### src/rtl/library_bist_ctrl.sv
// rtl/library_bist_ctrl.sv - BIST sequencer for the flop/NAND/NOR/NOT/MUX library cells
// Walks CLR, PRE and eight stimulus vectors, then reports error count and first failure.
module library_bist_ctrl #(
    parameter int HOLD = 3
) (
    input  logic       iClk,
    input  logic       iRst,
    input  logic       iStart,
    input  logic       iQp,
    input  logic       iQn,
    input  logic       iNand,
    input  logic       iNor,
    input  logic       iNot,
    input  logic       iMux,
    output logic       oA,
    output logic       oB,
    output logic       oD,
    output logic       oSel,
    output logic       oEnb,
    output logic       oClr,
    output logic       oPre,
    output logic       oBusy,
    output logic       oDone,
    output logic       oPass,
    output logic [3:0] oErrCnt,
    output logic [3:0] oFailVec,
    output logic [5:0] oFailMask
);

    typedef enum logic [2:0] {S_IDLE, S_CLR, S_PRE, S_RUN, S_DONE} state_t;

    state_t     state, next_state;
    logic [3:0] cnt, next_cnt;
    logic [2:0] vec, next_vec;
    logic       start_ok;
    logic       check;
    logic       fail;
    logic [3:0] chk_id;
    logic [5:0] mask;
    logic [3:0] err_next;
    logic       exp_qp, exp_a, exp_b, exp_sel;

    always_ff @(posedge iClk or posedge iRst) begin
        if (iRst) begin
            state <= S_IDLE;
            cnt   <= 4'd0;
            vec   <= 3'd0;
        end else begin
            state <= next_state;
            cnt   <= next_cnt;
            vec   <= next_vec;
        end
    end

    assign start_ok = (state == S_IDLE || state == S_DONE) && iStart;

    always_comb begin
        next_state = state;
        next_cnt   = cnt + 4'd1;
        next_vec   = vec;
        case (state)
            S_IDLE, S_DONE: begin
                next_cnt = 4'd0;
                next_vec = 3'd0;
                if (iStart) next_state = S_CLR;
            end
            S_CLR: if (cnt == 4'd1) begin
                next_state = S_PRE;
                next_cnt   = 4'd0;
            end
            S_PRE: if (cnt == 4'd1) begin
                next_state = S_RUN;
                next_cnt   = 4'd0;
            end
            S_RUN: if (cnt == 4'(HOLD - 1)) begin
                next_cnt = 4'd0;
                next_vec = vec + 3'd1;
                if (vec == 3'd7) next_state = S_DONE;
            end
            default: next_state = S_IDLE;
        endcase
    end

    // Expected responses are derived from the vector index, not from the driven outputs.
    always_comb begin
        exp_a   = vec[1];
        exp_b   = vec[0];
        exp_sel = vec[2];
        exp_qp  = vec[0] ^ vec[2];
        check   = 1'b0;
        chk_id  = {1'b0, vec};
        mask    = 6'd0;
        case (state)
            S_CLR: begin
                check  = (cnt == 4'd1);
                chk_id = 4'd8;
                mask   = {iQp, ~iQn, 4'b0000};
            end
            S_PRE: begin
                check  = (cnt == 4'd1);
                chk_id = 4'd9;
                mask   = {~iQp, iQn, 4'b0000};
            end
            S_RUN: begin
                check = (cnt == 4'(HOLD - 1));
                mask  = {iQp ^ exp_qp, iQn ^ ~exp_qp,
                         iNand ^ ~(exp_a & exp_b), iNor ^ ~(exp_a | exp_b),
                         iNot ^ ~exp_a, iMux ^ (exp_sel ? exp_b : exp_a)};
            end
            default: check = 1'b0;
        endcase
        fail     = check && (mask != 6'd0);
        err_next = (fail && oErrCnt != 4'hF) ? oErrCnt + 4'd1 : oErrCnt;
    end

    // Outputs are registered from the next state so they change on the same edge as the FSM.
    always_ff @(posedge iClk or posedge iRst) begin
        if (iRst) begin
            oA        <= 1'b0;
            oB        <= 1'b0;
            oD        <= 1'b0;
            oSel      <= 1'b0;
            oEnb      <= 1'b0;
            oClr      <= 1'b1;
            oPre      <= 1'b1;
            oBusy     <= 1'b0;
            oDone     <= 1'b0;
            oPass     <= 1'b0;
            oErrCnt   <= 4'd0;
            oFailVec  <= 4'hF;
            oFailMask <= 6'd0;
        end else begin
            oClr  <= (next_state != S_CLR);
            oPre  <= (next_state != S_PRE);
            oEnb  <= (next_state == S_RUN);
            oA    <= (next_state == S_RUN) && next_vec[1];
            oB    <= (next_state == S_RUN) && next_vec[0];
            oSel  <= (next_state == S_RUN) && next_vec[2];
            oD    <= (next_state == S_RUN) && (next_vec[0] ^ next_vec[2]);
            oBusy <= (next_state == S_CLR || next_state == S_PRE || next_state == S_RUN);
            oDone <= (next_state == S_DONE);
            oPass <= (next_state == S_DONE) && (err_next == 4'd0);
            if (start_ok) begin
                oErrCnt   <= 4'd0;
                oFailVec  <= 4'hF;
                oFailMask <= 6'd0;
            end else begin
                oErrCnt <= err_next;
                if (fail && oFailVec == 4'hF) begin
                    oFailVec  <= chk_id;
                    oFailMask <= mask;
                end
            end
        end
    end

endmodule

### config.mk
export PLATFORM = sky130hd
export DESIGN_NAME = library_bist_ctrl
export DESIGN_NICKNAME = d
export VERILOG_FILES = /design/src/rtl/library_bist_ctrl.sv
export SDC_FILE = /design/constraint.sdc
export NUM_CORES = 1
export LEC_CHECK = 0
export CAP_MARGIN = 20
export CORE_MARGIN = 2
export CORE_UTILIZATION = 50
export CTS_CLUSTER_DIAMETER = 50
export DETAILED_ROUTE_END_ITERATION = 12
export HOLD_SLACK_MARGIN = 0.08
export PLACE_DENSITY = 0.73
export SLEW_MARGIN = 5
export SYNTH_ARGS = -nofsm -noshare
export SYNTH_HDL_FRONTEND = slang
export SYNTH_SLANG_ARGS = --single-unit
### constraint.sdc
create_clock -name iClk -period 6.1 [get_ports iClk]
set_input_delay 1.525 -clock iClk [delete_from_list [all_inputs] [get_ports iClk]]
set_output_delay 1.525 -clock iClk [all_outputs]
set_load 0.05 [all_outputs]
# Word level (Yosys, flattened, before mapping)
# Cells that the tools add are included.
# Widths: inputs -> output; s select.
[totals] ff_bits=34 output_inout_bits=24 wordCells=89
[classes] addsub=3 eq_ne=15 n_mux=21 n_bitwise=16 reduce_logical=18
[op_table] operator="$mux 4" n=6
[op_table] operator="$mux 3" n=6
[op_table] operator="$pmux 6 s3" n=1
[op_table] operator="$eq 3x2->1 const B" n=4
[op_table] operator="$mux 6" n=2
[op_table] operator="$pmux 3 s4" n=1
[op_table] operator="$pmux 4 s3" n=1
[op_table] operator="$eq 3x3->1 const B" n=3
[op_table] operator="$logic_and 1x1->1" n=9
[op_table] operator="$add 4x1->4 const B" n=2
[op_table] operator="$pmux 4 s2" n=1
[op_table] operator="$xor 1x1->1" n=8
[op_table] operator="$eq 3x1->1 const B" n=2
[op_table] operator="$not 1->1" n=6
[op_table] operator="$pmux 3 s2" n=1
[op_table] operator="$reduce_bool 6->1" n=1
[op_table] operator="$eq 4x1->1 const B" n=1
[op_table] operator="$eq 4x2->1 const B" n=1
[op_table] operator="$eq 4x4->1 const B" n=1
[op_table] operator="$logic_not 4->1" n=1
[op_table] operator="$ne 4x4->1 const B" n=1
[op_table] operator="$reduce_or 2->1" n=2
[op_table] operator="$add 3x1->3 const B" n=1
[op_table] operator="$logic_not 3->1" n=1
[op_table] operator="8 further kinds" n=10

# Longest topological paths before layout
# Gate-level depths: netlist (run 1).
[depth] ltp_word=10 depth_mapped=9

# Least setup slack after synthesis (run 1)
# OpenSTA, ideal clock, no wires.
[synth_timing] path_type="in2reg" start="in iMux" end="reg oFailMask[4]" arrival_ps=3064 path_slack_ps=2911 cell_stages=6 path_buffers=1 path_cell_list="xnor2_1 o41a_1 o31a_2 and3_4 buf_6 mux2_4"
[synth_between] elab_chain_cells=6
[synth_rtl] item="from (decl)" line_no="14" source="input logic iMux,"
[synth_rtl] item="$xor 1x1->1" line_no="108" source="iNot ^ ~exp_a, iMux ^ (exp_sel ? exp_b : exp_a)};"
[synth_rtl] item="$pmux 6 s3" line_no="93" source="case (state)"
[synth_rtl] item="$reduce_bool 6->1" line_no="112" source="fail = check && (mask != 6'd0);"
[synth_rtl] item="$logic_and 1x1->1" line_no="112"
[synth_rtl] item="$logic_and 1x1->1" line_no="149" source="if (fail && oFailVec == 4'hF) begin"
[synth_rtl] item="$reduce_bool 2->1 (no line)"
[synth_rtl] item="to (signal assigned)" line_no="151" source="oFailMask <= mask;"
[synth_rtl] item="to (decl)" line_no="27" source="output logic [5:0] oFailMask"
# No other way between the ends.
# A chain may end at the register's enable or synchronous reset.

# Worst setup path after layout (run 1)
[layout_timing] start="in iNot" end="reg oFailMask[4]"
[layout_between] elab_chain_cells=6
[layout_rtl] item="from (decl)" line_no="13" source="input logic iNot,"
[layout_rtl] item="$xor 1x1->1" line_no="108"
[layout_rtl] item="$pmux 6 s3" line_no="93"
[layout_rtl] item="$reduce_bool 6->1" line_no="112"
[layout_rtl] item="$logic_and 1x1->1" line_no="112"
[layout_rtl] item="$logic_and 1x1->1" line_no="149"
[layout_rtl] item="$reduce_bool 2->1 (no line)"
# No other way between the ends.

==> results of run 1 <==
## report_power, final
part	total, mW	internal (mW)	switching (mW)	leakage, nW
combinational	0.627	0.229	0.398	0.507
clock	0.216	0.139	0.0769	0.0585
sequential	0.388	0.312	0.0758	0.426
total	1.23	0.680	0.551	0.991
## layer usage
layer | vias up | global-route usage (%) | wire length, um
met1 | 649 | 26.4 | 1740
met4 | 0 | 10.3 | 74
li1 | 690 | - | -
met5 | - | 0 | 0
met2 | 40 | 32.2 | 1710
met3 | 8 | 4.11 | 182
## Yosys cell counts, types with 5 or more instances
master                    count
sky130_fd_sc_hd__xor2_1       5
sky130_fd_sc_hd__and2_1       6
sky130_fd_sc_hd__inv_1       11
sky130_fd_sc_hd__a21oi_1      8
sky130_fd_sc_hd__ha_1         7
sky130_fd_sc_hd__dfstp_2      6
sky130_fd_sc_hd__nand2_1     20
sky130_fd_sc_hd__nand3_1      6
sky130_fd_sc_hd__mux2i_1      5
sky130_fd_sc_hd__dfrtp_1     28
sky130_fd_sc_hd__o21ai_0     10
sky130_fd_sc_hd__nor2_1      18
## state kept, by name (all words and copies together), names as in the netlist
register and count:
oFailMask 6, cnt 4, oErrCnt 4, oFailVec 4, state 3, vec 3
oA 1, oB 1, oBusy 1, oClr 1, oD 1, oDone 1
oEnb 1, oPass 1, oPre 1, oSel 1
## logic make-up (layout without fill, tap and decap cells)
family | count (synthesis) | in the layout | share of synthesized area [%]
AND/OR/NAND/NOR | 74 | 74 | 21.6
flip-flops | 34 | 34 | 48.3
AO/OA/AOI/OAI | 33 | 33 | 12.0
buffers and inverters | 17 | 52 | 4.23
XOR/XNOR | 9 | 9 | 4.44
adder cells (fa/ha/maj) | 7 | 7 | 4.93
multiplexers | 7 | 7 | 4.51
## cell type report
class	count	share of cell area, %
flip-flops and latches	34	38.3
multi-input cells	130	37.7
repair buffers	33	14.6
clock inverters	2	2.68
well taps	46	2.57
clock buffers	6	2.29
inverters	11	1.84
## worst min-delay path, delay by kind of cell, from the launching register on
| kind | cells | cell delay [ns] |
|---|---|---|
| flip-flops | 1 | 0.39 |
| AO/OA/AOI/OAI | 1 | 0.07 |
| buffers and inverters | 1 | 0.04 |
## worst min-delay path by stage
stage	startpoint	endpoint	slack (ns)	depth (start not counted)
floorplan	cnt[0]$_DFF_PP0_	cnt[0]$_DFF_PP0_	0.48	1
global placement	oFailVec[3]$_DFFE_PP1P_	oFailVec[3]$_DFFE_PP1P_	0.48	2
detailed placement	oFailVec[3]$_DFFE_PP1P_	oFailVec[3]$_DFFE_PP1P_	0.48	2
CTS	oFailVec[3]$_DFFE_PP1P_	oFailVec[3]$_DFFE_PP1P_	0.50	2
global route	oFailVec[3]$_DFFE_PP1P_	oFailVec[3]$_DFFE_PP1P_	0.54	2
finish	oFailVec[3]$_DFFE_PP1P_	oFailVec[3]$_DFFE_PP1P_	0.50	2
==> flow_summary.ini, run 1 <==
[outcome]
status = finished clean

[floorplan]
floorplan.rows = 21
ios = 33
initial_core_util_pct = 52.8
die_x_um = 63.6
die_area_um2 = 4050
core-area_um2 = 3360
die_height_um = 63.6

[final_layout]
most_frequent_cells_in_the_layout = sky130_fd_sc_hd__clkdlybuf4s50_1 (32), sky130_fd_sc_hd__dfrtp_1 (28), sky130_fd_sc_hd__nand2_1 (20)
area.growth.synth_to_final_pct = 26.1
final_design_area_no_fill_um2 = 2240
layout-drive-gt1-share_pct = 13.0
instances_no_fill = 262
combined_flip_flop_and_latch_cell_area_um2 = 858
nets = 231
filler_cell_count = 292
multi_input_comb_area_um2 = 843
final_common_cell = sky130_fd_sc_hd__clkdlybuf4s50_1
post-route-util_pct = 66.6
antennaDiodeCount = 0

[clock_tree]
worst_setup_hold_path_clk_slew_ns = 0.11
cts_buffer_depth = 2
clock_sinks = 34
cts_hold_buffers = 0
cts_tree = yes
cts-resized-gates = 0
cts_made_buffers = 5
cts_setup_buffers = 0
clock_tree.root_cell = sky130_fd_sc_hd__clkbuf_4
ctsHtreeMaxLevel = 2
worst_skew_pair.late_latency_ns = 0.34

[global_route]
vias_in_the_first_global_route = 1376
grt_remaining_overflow = 0
track_usage_pct = 20.3
initial_antenna_violation_count = 0
grt_start_max_net_pins = 35
grt_pass1_wl_mm = 6.40

[detailed_routing]
totalWireLength_mm = 3.71
post_detailed_route_drc_marker_count = 0
drtAntennaViolNets = 0
drt_iter0_drc = 74
post_drt_wl_per_cell_um = 14.2
detailed_route_vias_per_instance = 5.29
dr_total_vias = 1387
total_iterations_of_the_first_detailed_routing_run = 4

[timing]
fin_setup_tns_ns = 0
layout_setup_ws_ns = 2.81
timing_worst_slew_pin_value_ns = 0.623
fin_crit_sh_pct = 54.0
finalClockSkew_ns = 0.00819
min_period_ns = 3.29
drv_slew = 0
fmax_mhz = 304
report.final.setup_viol = 0
whs_ns = 0.499
relSlewSlack_pct = 58.4
finalHoldViolCount = 0
rsz0062_at_grt = false

[synth]
yosysTopAreaCell = sky130_fd_sc_hd__dfrtp_1
synth_seq_cells = 34
netlist_instances = 181
synthDominantCellAreaShare_pct = 39.4
synth_warnings = 0
synthTopCellsByArea = sky130_fd_sc_hd__dfrtp_1 (39%), sky130_fd_sc_hd__dfstp_2 (8.9%), sky130_fd_sc_hd__ha_1 (4.9%), sky130_fd_sc_hd__nand2_1 (4.2%), sky130_fd_sc_hd__nor2_1 (3.8%)
synth_edf_count = 0
dominantRegCellSynth = sky130_fd_sc_hd__dfrtp_1
synth_area_per_cell_um2 = 9.82
post_synth_num_cell_types = 40
synth_async_sr_flop_share_pct = 100
synth.cell_area_um2 = 1780
syn_nets = 197
yosysSeqAreaShare_pct = 48.3

[hold_path]
timing.hold.worst.class = register to register

[critical_path]
cp-endpoint = oFailMask[4]$_DFFE_PP0P_
crit_path_start_kind = input port
worst_ep_required_time_ns = 6.34
reg2reg_to = oFailMask[4]$_DFFE_PP0P_
largest_delay_contributor_family_on_the_critical_path = compound AO/OA/AOI/OAI gates
timing.critical_path.fanout_max = 9
critical-path-max-stage-delay_ns = 0.45
number_of_cells_on_the_worst_reg_to_reg_path = 8
critPathArrivalTime_ns = 3.53
worstSetupStartpoint = iNot
critical_path_buf_inv_count = 1
crit_path_class = input port to register
critical_path.slowest_cell = sky130_fd_sc_hd__o41a_1
worst-r2r-setup-slack_ns = 3.59
reg_to_reg_startpoint = cnt[0]$_DFF_PP0_
crit_path_cells = clkdlybuf4s50_1 > xnor2_1 > o41a_1 > o31a_2 > and3_4 > mux2_4
cp.depth = 6
crit_path_end_kind = register

[flow_run]
maxCapViolations = 0

[pwr]
vdd_ir_drop_max_mv = 0.316
p_total_mw = 1.23
static-leakage-power_nw = 0.991
p_per_area_nw_per_um2 = 549

[placed_design]
place.detailed.hpwl_mm = 2.74
placement.cell_area_um2 = 2130
io_buffer_count = 32
finalWeightedCongestion = 0.816
place.detailed.instances = 254
detailedPlace.worstSlack_ns = 2.45
(Power assumes the default switching activity.)
==> run 2, diff against run 1 <==
==> constraint.sdc (replaced) <==
create_clock -name iClk -period 3.1 [get_ports iClk]
set_input_delay 0.775 -clock iClk [delete_from_list [all_inputs] [get_ports iClk]]
set_output_delay 0.775 -clock iClk [all_outputs]
set_load 0.05 [all_outputs]
==> flow_summary.ini, run 2 (synthesis gave the netlist of run 1 again) <==
[outcome]
status = finished clean

[critical_path]
number_of_cells_on_the_worst_reg_to_reg_path = 7
critPathArrivalTime_ns = 2.78
crit_path_class = input port to register
crit_path_cells = clkdlybuf4s50_1 > xnor2_1 > o41a_1 > o31a_2 > and3_4 > mux2_4
reg2reg_to = oFailMask[5]$_DFFE_PP0P_
largest_delay_contributor_family_on_the_critical_path = compound AO/OA/AOI/OAI gates
critical-path-max-stage-delay_ns = 0.47
worst-r2r-setup-slack_ns = 0.68
critical_path.slowest_cell = sky130_fd_sc_hd__o41a_1
critical_path_buf_inv_count = 1
timing.critical_path.fanout_max = 9
reg_to_reg_startpoint = vec[0]$_DFF_PP0_
crit_path_end_kind = register
worst_ep_required_time_ns = 3.33
crit_path_start_kind = input port

[timing]
fin_crit_sh_pct = 82.5
fmax_mhz = 391
relSlewSlack_pct = 65.6
finalClockSkew_ns = 0.00513
drv_slew = 0
min_period_ns = 2.56
fin_setup_tns_ns = 0
timing_worst_slew_pin_value_ns = 0.512
whs_ns = 0.507
rsz0062_at_grt = false
finalHoldViolCount = 0
report.final.setup_viol = 0

[detailed_routing]
post_detailed_route_drc_marker_count = 0
detailed_route_vias_per_instance = 5.47
post_drt_wl_per_cell_um = 14.1
dr_total_vias = 1438
drtAntennaViolNets = 0
total_iterations_of_the_first_detailed_routing_run = 4
totalWireLength_mm = 3.71
drt_iter0_drc = 90

[clock_tree]
clock_tree.root_cell = sky130_fd_sc_hd__clkbuf_4
worst_skew_pair.late_latency_ns = 0.33
cts-resized-gates = 0
cts_tree = yes
cts_buffer_depth = 2
ctsHtreeMaxLevel = 2
worst_setup_hold_path_clk_slew_ns = 0.10
clock_sinks = 34
cts_hold_buffers = 0
cts_made_buffers = 5
cts_setup_buffers = 0

[final_layout]
final_common_cell = sky130_fd_sc_hd__clkdlybuf4s50_1
largest_reg_flops = 6
nets = 232
area.growth.synth_to_final_pct = 23.0
instances_no_fill = 263
most_frequent_cells_in_the_layout = sky130_fd_sc_hd__clkdlybuf4s50_1 (32), sky130_fd_sc_hd__dfrtp_1 (28), sky130_fd_sc_hd__nand2_1 (20)
layout-drive-gt1-share_pct = 12.0
antennaDiodeCount = 0
largest-register = oFailMask

[hold_path]
hold_path_startpoint = oFailVec[3]$_DFFE_PP1P_
timing.hold.worst_path_depth = 2
timing.hold.worst.class = register to register
worst_hold_path.endpoint = oFailVec[3]$_DFFE_PP1P_

[pwr]
static-leakage-power_nw = 0.965
power.combinational.fraction_pct = 55.7
swShare_pct = 47.9
power_report.internal_total_mw = 1.16
p_per_area_nw_per_um2 = 1020
seq_power_share_pct = 34.2
pwr-share-clk_pct = 10.2
vdd_ir_drop_max_mv = 0.541
p_total_mw = 2.23
power.net_switching_mw = 1.07

[placed_design]
io_buffer_count = 32
place.detailed.hpwl_mm = 2.83
place.detailed.instances = 255
finalWeightedCongestion = 0.807

[floorplan]
initial_core_util_pct = 52.8
die_area_um2 = 4050
ios = 33
die_height_um = 63.6
floorplan.rows = 21
core-area_um2 = 3360
die_x_um = 63.6

[global_route]
grt_start_max_net_pins = 35
grt_pass1_wl_mm = 6.53
grt_remaining_overflow = 0
track_usage_pct = 20.6
initial_antenna_violation_count = 0
vias_in_the_first_global_route = 1460

[flow_run]
maxCapViolations = 0
## run 2: cell count changes in the layout (fill, tap and decap cells not counted), sizes merged
cell    previous run  this run
clkbuf             6         8
buf                1         2
bufinv             2         0
## run 2: worst max-delay path by stage
stage               from                        to  slack, ns  depth (start not counted)
global route        iMux  oFailMask[4]$_DFFE_PP0P_       0.50                          6
floorplan           iMux  oFailMask[4]$_DFFE_PP0P_       0.66                          6
finish              iMux  oFailMask[5]$_DFFE_PP0P_       0.54                          6
CTS                 iMux  oFailMask[4]$_DFFE_PP0P_       0.56                          6
detailed placement  iMux  oFailMask[4]$_DFFE_PP0P_       0.20                          6
global placement    iMux  oFailMask[5]$_DFFE_PP0P_       0.23                          6
## run 2: layout make-up
| class | instances | area [um^2] |
|---|---|---|
| Sequential cell | 34 | 858 |
| Fill cell | 309 | 1180 |
| Clock buffer | 8 | 48.8 |
| Inverter | 11 | 41.3 |
| Tap cell | 46 | 57.6 |
| Timing Repair Buffer | 34 | 335 |
| Multi-Input combinational cell | 130 | 843 |
## run 2: power groups by stage
stage	logic, mW	clock network [mW]	registers, mW
global placement	1.21	0	0.757
detailed placement	1.24	0	0.768
global route	1.36	0.254	0.789
floorplan	0.608	0	1.06
finish	1.24	0.227	0.762
CTS	1.25	0.238	0.759
## run 2: through the flow
stage	setup slack (ns)	instance area [um^2]	util [%]
after floorplan	0.661	1780	-
after detailed placement	0.200	2140	63.5
after global routing	0.503	2180	65.0
after global placement	0.233	2140	63.5
after CTS	0.557	2180	65.0
final	0.543	2180	65.0
## run 2: layer usage
layer / wire (um) / GRT usage [%] / vias to the layer above / part of all wire (%)
li1: - / - / 697 / -
met1: 1660 / 25.5 / 696 / 45
met2: 1820 / 33.7 / 37 / 49
met3: 159 / 4.64 / 8 / 4.3
met4: 65 / 10.6 / 0 / 1.8
met5: 0 / 0 / - / 0
## run 2: worst register-to-register path, delay by kind of cell, from the launching register on
| kind | cells | cell delay, ns |
|---|---|---|
| AO/OA/AOI/OAI | 2 | 0.78 |
| XOR/XNOR | 1 | 0.17 |
| adder cells (fa/ha/maj) | 1 | 0.22 |
| buffers and inverters | 1 | 0.10 |
| flip-flops | 1 | 0.49 |
| multiplexers | 1 | 0.30 |
| AND/OR/NAND/NOR | 1 | 0.26 |
